## config.mk

```make
export PLATFORM = sky130hd
export DESIGN_NAME = spi_master_ctrl_flat
export DESIGN_NICKNAME = d
export VERILOG_FILES = /design/src/rtl/spi_pkg.sv /design/src/rtl/spi_master_ctrl_if.sv /design/src/rtl/spi_sck_tick.sv /design/src/rtl/spi_master_ctrl.sv /design/src/flat_wrapper.sv
export SDC_FILE = /design/constraint.sdc
export NUM_CORES = 1
export LEC_CHECK = 0
export BUFFER_PORTS_ARGS = -buffer_cell sky130_fd_sc_hd__buf_2
export CELL_PAD_IN_SITES_DETAIL_PLACEMENT = 1
export CELL_PAD_IN_SITES_GLOBAL_PLACEMENT = 2
export CORE_MARGIN = 1
export CORE_UTILIZATION = 34
export CTS_BUF_LIST = sky130_fd_sc_hd__clkbuf_16
export DETAILED_ROUTE_END_ITERATION = 8
export GPL_TIMING_DRIVEN = 0
export HOLD_SLACK_MARGIN = 0.1
export PLACE_DENSITY = 0.8
export SETUP_SLACK_MARGIN = 0.2
export SYNTH_ARGS = -nofsm -noshare
export SYNTH_HDL_FRONTEND = slang
export SYNTH_SLANG_ARGS = --single-unit
```

## constraint.sdc

```tcl
create_clock -name clk_100mhz -period 2.25 [get_ports clk_100mhz]
set_input_delay 0.45 -clock clk_100mhz [delete_from_list [all_inputs] [get_ports clk_100mhz]]
set_output_delay 0.45 -clock clk_100mhz [all_outputs]
set_load 0.05 [all_outputs]
```

## src/rtl/spi_pkg.sv

```systemverilog
// Shared types and default parameters for the SPI master transaction controller.
package spi_pkg;

    typedef enum logic [2:0] {
        IDLE     = 3'd0,
        CS_SETUP = 3'd1,
        XFER     = 3'd2,
        CS_HOLD  = 3'd3,
        GAP      = 3'd4
    } spi_state_e;

    localparam int SPI_DATA_W_DEF   = 8;
    localparam int SPI_HALF_DIV_DEF = 10;

endpackage

```

## src/rtl/spi_master_ctrl_if.sv

```systemverilog
// Request/response handshake and SPI pin bundle between command logic and the SPI controller.
interface spi_master_ctrl_if #(
    parameter int DATA_W = spi_pkg::SPI_DATA_W_DEF
);
    logic              start;
    logic [DATA_W-1:0] tx_data;
    logic              busy;
    logic              done;
    logic [DATA_W-1:0] rx_data;
    logic              sck;
    logic              cs_n;
    logic              mosi;
    logic              miso;

    // master: the requesting side (and pin-level environment); slave: the controller itself
    modport master (output start, tx_data, miso,
                    input  busy, done, rx_data, sck, cs_n, mosi);
    modport slave  (input  start, tx_data, miso,
                    output busy, done, rx_data, sck, cs_n, mosi);
endinterface

```

## src/rtl/spi_sck_tick.sv

```systemverilog
// Half-period timer: counts 0..HALF_DIV-1 and flags the terminal count for one cycle.
module spi_sck_tick #(
    parameter int HALF_DIV = spi_pkg::SPI_HALF_DIV_DEF
) (
    input  logic clk_100mhz,
    input  logic reset,
    input  logic clr,
    output logic tick
);
    localparam int              CNT_W = (HALF_DIV > 1) ? $clog2(HALF_DIV) : 1;
    localparam logic [CNT_W-1:0] LAST = CNT_W'(HALF_DIV - 1);

    logic [CNT_W-1:0] cnt_r;

    // Free-running half-period count, held at zero while cleared
    always_ff @(posedge clk_100mhz) begin
        if (reset || clr) begin
            cnt_r <= '0;
        end else if (cnt_r == LAST) begin
            cnt_r <= '0;
        end else begin
            cnt_r <= cnt_r + CNT_W'(1);
        end
    end

    assign tick = (cnt_r == LAST);

endmodule

```

## src/rtl/spi_master_ctrl.sv

```systemverilog
// SPI mode-0 MSB-first single-word transaction controller with SCK sequenced from clk_100mhz.
module spi_master_ctrl
    import spi_pkg::*;
#(
    parameter int DATA_W   = SPI_DATA_W_DEF,
    parameter int HALF_DIV = SPI_HALF_DIV_DEF
) (
    input logic             clk_100mhz,
    input logic             reset,
    spi_master_ctrl_if.slave bus
);
    localparam int               BIT_W    = $clog2(DATA_W + 1);
    localparam logic [BIT_W-1:0] LAST_BIT = BIT_W'(DATA_W - 1);

    if (DATA_W < 1) begin : g_bad_data_w
        $error("spi_master_ctrl: DATA_W must be >= 1");
    end
    if (HALF_DIV < 2) begin : g_bad_half_div
        $error("spi_master_ctrl: HALF_DIV must be >= 2");
    end

    spi_state_e        state_r;
    logic [DATA_W-1:0] tx_sh_r;
    logic [DATA_W-1:0] rx_sh_r;
    logic [DATA_W-1:0] rx_data_r;
    logic [BIT_W-1:0]  bit_cnt_r;
    logic              busy_r;
    logic              done_r;
    logic              sck_r;
    logic              cs_n_r;
    logic              mosi_r;
    logic              tick_s;
    logic              clr_s;
    logic              accept_s;
    logic [DATA_W-1:0] tx_next_s;
    logic [DATA_W-1:0] rx_next_s;

    // Timer sits at zero in IDLE; every other state entry lands on a tick, where it wraps to zero.
    assign clr_s     = (state_r == IDLE);
    // A held start restarts straight out of GAP so cs_n stays high for exactly one half-period.
    assign accept_s  = bus.start && ((state_r == IDLE) || ((state_r == GAP) && tick_s));
    assign tx_next_s = tx_sh_r << 1;
    assign rx_next_s = (rx_sh_r << 1) | DATA_W'(bus.miso);

    spi_sck_tick #(.HALF_DIV(HALF_DIV)) u_tick (
        .clk_100mhz (clk_100mhz),
        .reset      (reset),
        .clr        (clr_s),
        .tick       (tick_s)
    );

    // Transaction FSM with shift registers and registered pin outputs
    always_ff @(posedge clk_100mhz) begin
        if (reset) begin
            state_r   <= IDLE;
            tx_sh_r   <= '0;
            rx_sh_r   <= '0;
            rx_data_r <= '0;
            bit_cnt_r <= '0;
            busy_r    <= 1'b0;
            done_r    <= 1'b0;
            sck_r     <= 1'b0;
            cs_n_r    <= 1'b1;
            mosi_r    <= 1'b0;
        end else begin
            done_r <= 1'b0;
            if (accept_s) begin
                state_r   <= CS_SETUP;
                tx_sh_r   <= bus.tx_data;
                mosi_r    <= bus.tx_data[DATA_W-1];
                bit_cnt_r <= '0;
                busy_r    <= 1'b1;
                cs_n_r    <= 1'b0;
            end else begin
                case (state_r)
                    IDLE: begin
                        busy_r <= 1'b0;
                    end
                    CS_SETUP: begin
                        if (tick_s) begin
                            sck_r   <= 1'b1;
                            rx_sh_r <= rx_next_s;
                            state_r <= XFER;
                        end
                    end
                    XFER: begin
                        if (tick_s && !sck_r) begin
                            sck_r   <= 1'b1;
                            rx_sh_r <= rx_next_s;
                        end else if (tick_s) begin
                            sck_r <= 1'b0;
                            if (bit_cnt_r == LAST_BIT) begin
                                mosi_r  <= 1'b0;
                                state_r <= CS_HOLD;
                            end else begin
                                bit_cnt_r <= bit_cnt_r + BIT_W'(1);
                                tx_sh_r   <= tx_next_s;
                                mosi_r    <= tx_next_s[DATA_W-1];
                            end
                        end
                    end
                    CS_HOLD: begin
                        if (tick_s) begin
                            cs_n_r    <= 1'b1;
                            done_r    <= 1'b1;
                            rx_data_r <= rx_sh_r;
                            state_r   <= GAP;
                        end
                    end
                    GAP: begin
                        if (tick_s) begin
                            busy_r  <= 1'b0;
                            state_r <= IDLE;
                        end
                    end
                    default: begin
                        state_r <= IDLE;
                        busy_r  <= 1'b0;
                        sck_r   <= 1'b0;
                        cs_n_r  <= 1'b1;
                        mosi_r  <= 1'b0;
                    end
                endcase
            end
        end
    end

    assign bus.busy    = busy_r;
    assign bus.done    = done_r;
    assign bus.rx_data = rx_data_r;
    assign bus.sck     = sck_r;
    assign bus.cs_n    = cs_n_r;
    assign bus.mosi    = mosi_r;

endmodule
```

## src/flat_wrapper.sv

```systemverilog
// flat-port wrapper written by rule: the top's interface ports become plain ports
module spi_master_ctrl_flat import spi_pkg::*;
#(
    parameter int DATA_W   = SPI_DATA_W_DEF,
    parameter int HALF_DIV = SPI_HALF_DIV_DEF
)
  (clk_100mhz, reset, bus_start, bus_tx_data, bus_miso, bus_busy, bus_done, bus_rx_data, bus_sck, bus_cs_n, bus_mosi);
  spi_master_ctrl_if #(.DATA_W(DATA_W)) bus_i ();
  input logic clk_100mhz;
  input logic reset;
  input wire logic [$bits(bus_i.start)-1:0] bus_start;
  input wire logic [$bits(bus_i.tx_data)-1:0] bus_tx_data;
  input wire logic [$bits(bus_i.miso)-1:0] bus_miso;
  output wire logic [$bits(bus_i.busy)-1:0] bus_busy;
  output wire logic [$bits(bus_i.done)-1:0] bus_done;
  output wire logic [$bits(bus_i.rx_data)-1:0] bus_rx_data;
  output wire logic [$bits(bus_i.sck)-1:0] bus_sck;
  output wire logic [$bits(bus_i.cs_n)-1:0] bus_cs_n;
  output wire logic [$bits(bus_i.mosi)-1:0] bus_mosi;
  assign bus_i.start = bus_start;
  assign bus_i.tx_data = bus_tx_data;
  assign bus_i.miso = bus_miso;
  assign bus_busy = bus_i.busy;
  assign bus_done = bus_i.done;
  assign bus_rx_data = bus_i.rx_data;
  assign bus_sck = bus_i.sck;
  assign bus_cs_n = bus_i.cs_n;
  assign bus_mosi = bus_i.mosi;
  spi_master_ctrl #(.DATA_W(DATA_W), .HALF_DIV(HALF_DIV)) u_core (.clk_100mhz(clk_100mhz), .reset(reset), .bus(bus_i));
endmodule
```

==> results.txt <==
Core area: 4817 sq um
WS Path Type: flop to flop
Max-capacitance violation count: 0
First-pass GRT wire length: 7265 microns
Relative max-transition margin: 0.6364
Worst setup SP type: flop
ANT nets after route: 0
Routability cong.: 0.7546
Clock transition at path regs: 0.06 ns
Boundary Pins: 25
Fin crit share: 0.8540
Number of flops mapped to enable cells by yosys: 0
Total power: 0.001549 W
Logic pwr share: 0.076
H-tree depth: 2
CTS tree: done
Min setup slack post-route: 0.3286 ns
Most common cell after layout, fill and taps aside: dfxtp_1
Unique cell type count in the Yosys netlist: 47
DRC violations left: 0
Worst reg2reg endpoint: u_core.tx_sh_r[3]
Initial DRC Count: 50
CP arrival: 2.06 ns
DIE HEIGHT: 73.37 microns
RSZ-0062 raised after global routing: no
Adder-cell share of the synthesized area: 0.02168
Clock network fraction of total power: 0.456
Cell count of the worst reg-to-reg path: 6
Post-DP HPWL: 3082 microns
Routed WL: 4270 microns
Ant diodes: 0
Die Span X: 73.37 microns
Worst hold path class: input pin to flop
Sw Share: 0.2476
DR WL/cell: 15.14 microns
Hold Violations, Final: 0
# hold bufs at CTS: 0
Utilization after layout: 0.4317
P_leak: 0.8388 nW
Setup crit start: u_core.u_tick.cnt_r[0]
Layout area overhead: 20.09%
Post-synthesis sequential area ratio: 0.4509
Pwr Density: 744.8 nW/um^2
Synth Area in Simple Gates: 0.2319
Cell Rows: 25
Mapped Cells: 184
Worst-margin pin slew: 0.5454 ns
Fraction of layout instances using a drive strength above 1: 0.2093
Clock Path Buffers: 2
Clock Sinks: 39
Multiplexer area fraction after synthesis: 0.09827
Die Footprint: 5382 sq um
Synth warn: 0
Vias: 1452
Placement Setup Slack: 0.3565 ns
Main synth FF type: dfxtp_1
Max FO, Critical Path: 8
Slew Limit Fails: 0
Reg power frac: 0.469
Most frequent cells in the layout: dfxtp_1, nor2_1, buf_2
Worst skew pair latency: 0.28 ns
Status: complete, no violations
Synth Area in Compound Gates: 0.1409
Int Power: 0.001165 W
Main combinational cell family by area after synthesis: simple AND/OR/NAND/NOR gates
FF-to-FF Start: u_core.u_tick.cnt_r[0]
Worst endpoint required time: 2.38 ns
End point of the critical path: u_core.tx_sh_r[3]
DR pass1 iterations: 4
Vias in the first global route: 1531
Post-synth ARST share: 0
Final setup vio count: 0
Crit end category: flop
Via density: 5.149
Min Tclk post-route: 1.921 ns
CTS buffer count: 5
IO Port Bufs: 23
Peak VDD IR: 0.3278 mV
Initial Util: 0.3595
FF-to-FF setup slack: 0.33 ns
Largest net degree at the start of global routing: 15
Syn_area_per_cell: 9.411 sq um
Mapped Nets: 199
Total Routing Usage GR: 0.1785
Synthesized cell area: 1732 sq um
NumNets Final: 229
Clock Skews: 0.004106 ns
Peak Freq: 0.5204 GHz
Setup_tns: 0 ns
Register bit total from synthesis: 39
Root buffer cell: clkbuf_16
Sw power: 0.0003834 W
Initial antenna violation count: 0
Global route overflow: 0
Synth Area in XOR/XNOR: 0.02023
-- worst min path at each step --
stage / slack [ns] / from / to / cells after the start
2_1_floorplan: 0.43 / u_core.u_tick.cnt_r[0] / u_core.u_tick.cnt_r[0] / 1
3_3_place_gp: 0.45 / u_core.u_tick.cnt_r[0] / u_core.u_tick.cnt_r[0] / 1
3_5_place_dp: 0.46 / u_core.tx_sh_r[6] / u_core.bus.mosi / 2
4_1_cts: 0.40 / bus_tx_data[0] / u_core.tx_sh_r[0] / 3
5_1_grt: 0.41 / bus_tx_data[0] / u_core.tx_sh_r[0] / 3
6_report: 0.40 / bus_tx_data[0] / u_core.tx_sh_r[0] / 3
-- synth_stat cells, drive strengths merged, types with 2 or more instances --
cell,n,area [sq um]
a21oi,10,50.05
a22oi,3,22.52
dfxtp,39,780.8
o21ai,8,47.55
buf,4,28.78
nand4b,2,17.52
inv,3,11.26
ha,3,37.54
and3b,3,26.28
a211oi,3,32.53
nor3b,4,57.56
clkbuf,6,22.52
xnor2,3,26.28
nor2,30,112.6
mux2i,17,170.2
and3,2,12.51
nor2b,3,18.77
nand3,7,35.03
nand2,13,51.30
-- routing by layer --
metal,vias to the layer above,routed length [microns],track usage
li1,712,-,-
met4,0,80,0.08120
met2,26,2088,0.2922
met1,705,1951,0.2223
met5,-,0,0
met3,9,149,0.04252
-- stage by stage --
| step | cell area, sq um | instances | hold slack, ns |
|---|---|---|---|
| floorplan | 1732 | 184 | 0.4337 |
| global placement | 1931 | 274 | 0.4462 |
| detailed placement | 1931 | 274 | 0.4621 |
| CTS | 2079 | 282 | 0.3996 |
| global route | 2079 | 282 | 0.4072 |
| finish | 2079 | 282 | 0.4029 |
-- registers in the layout, indices dropped and copies added, names as in the netlist --
| signal | count |
|---|---|
| u_core.bit_cnt_r | 4 |
| u_core.bus.busy | 1 |
| u_core.bus.cs_n | 1 |
| u_core.bus.done | 1 |
| u_core.bus.mosi | 1 |
| u_core.bus.rx_data | 8 |
| u_core.bus.sck | 1 |
| u_core.rx_sh_r | 8 |
| u_core.state_r | 3 |
| u_core.tx_sh_r | 7 |
| u_core.u_tick.cnt_r | 4 |
-- timing repair --
item | 4_1_cts | 5_1_grt
buffers inserted | 0 | 0
endpoints found under the setup margin | 0 | 1
resized for setup | 0 | 0
-- layout make-up --
type / instances / area [sq um]
Inverter: 3 / 11.26
Timing Repair Buffer: 23 / 115.1
Buffer: 10 / 51.30
Multi-Input combinational cell: 132 / 888.4
Clock inverter: 3 / 23.77
Tap cell: 67 / 83.83
Fill cell: 586 / 2738
Clock buffer: 5 / 125.1
Sequential cell: 39 / 780.7
-- power groups by stage --
stage               Sequential, W  Combinational (W)  Clock [W]
finish                   0.000726           0.000117   0.000706
global placement         0.000739           0.000113          0
CTS                      0.000725           0.000118   0.000732
global route             0.000727           0.000127   0.000769
detailed placement       0.000741           0.000118          0
floorplan                0.000758          0.0000628          0
-- cells by family (layout without fill, tap and decap cells) --
logic type	Yosys count	count (layout)
AO/OA/AOI/OAI	35	35
XOR/XNOR	4	4
adder cells (fa/ha/maj)	3	3
buffers and inverters	13	44
flip-flops	39	39
multiplexers	17	17
AND/OR/NAND/NOR	73	73
-- critical path, cell delays in order (launching register included) --
cell and delay, ns:
dfxtp_1 0.38, ha_1 0.24, nand4b_1 0.29, or3b_1 0.43, clkbuf_1 0.22, nand2_1 0.12
a311oi_1 0.09
Note: power is estimated with default switching activity, not from simulation.
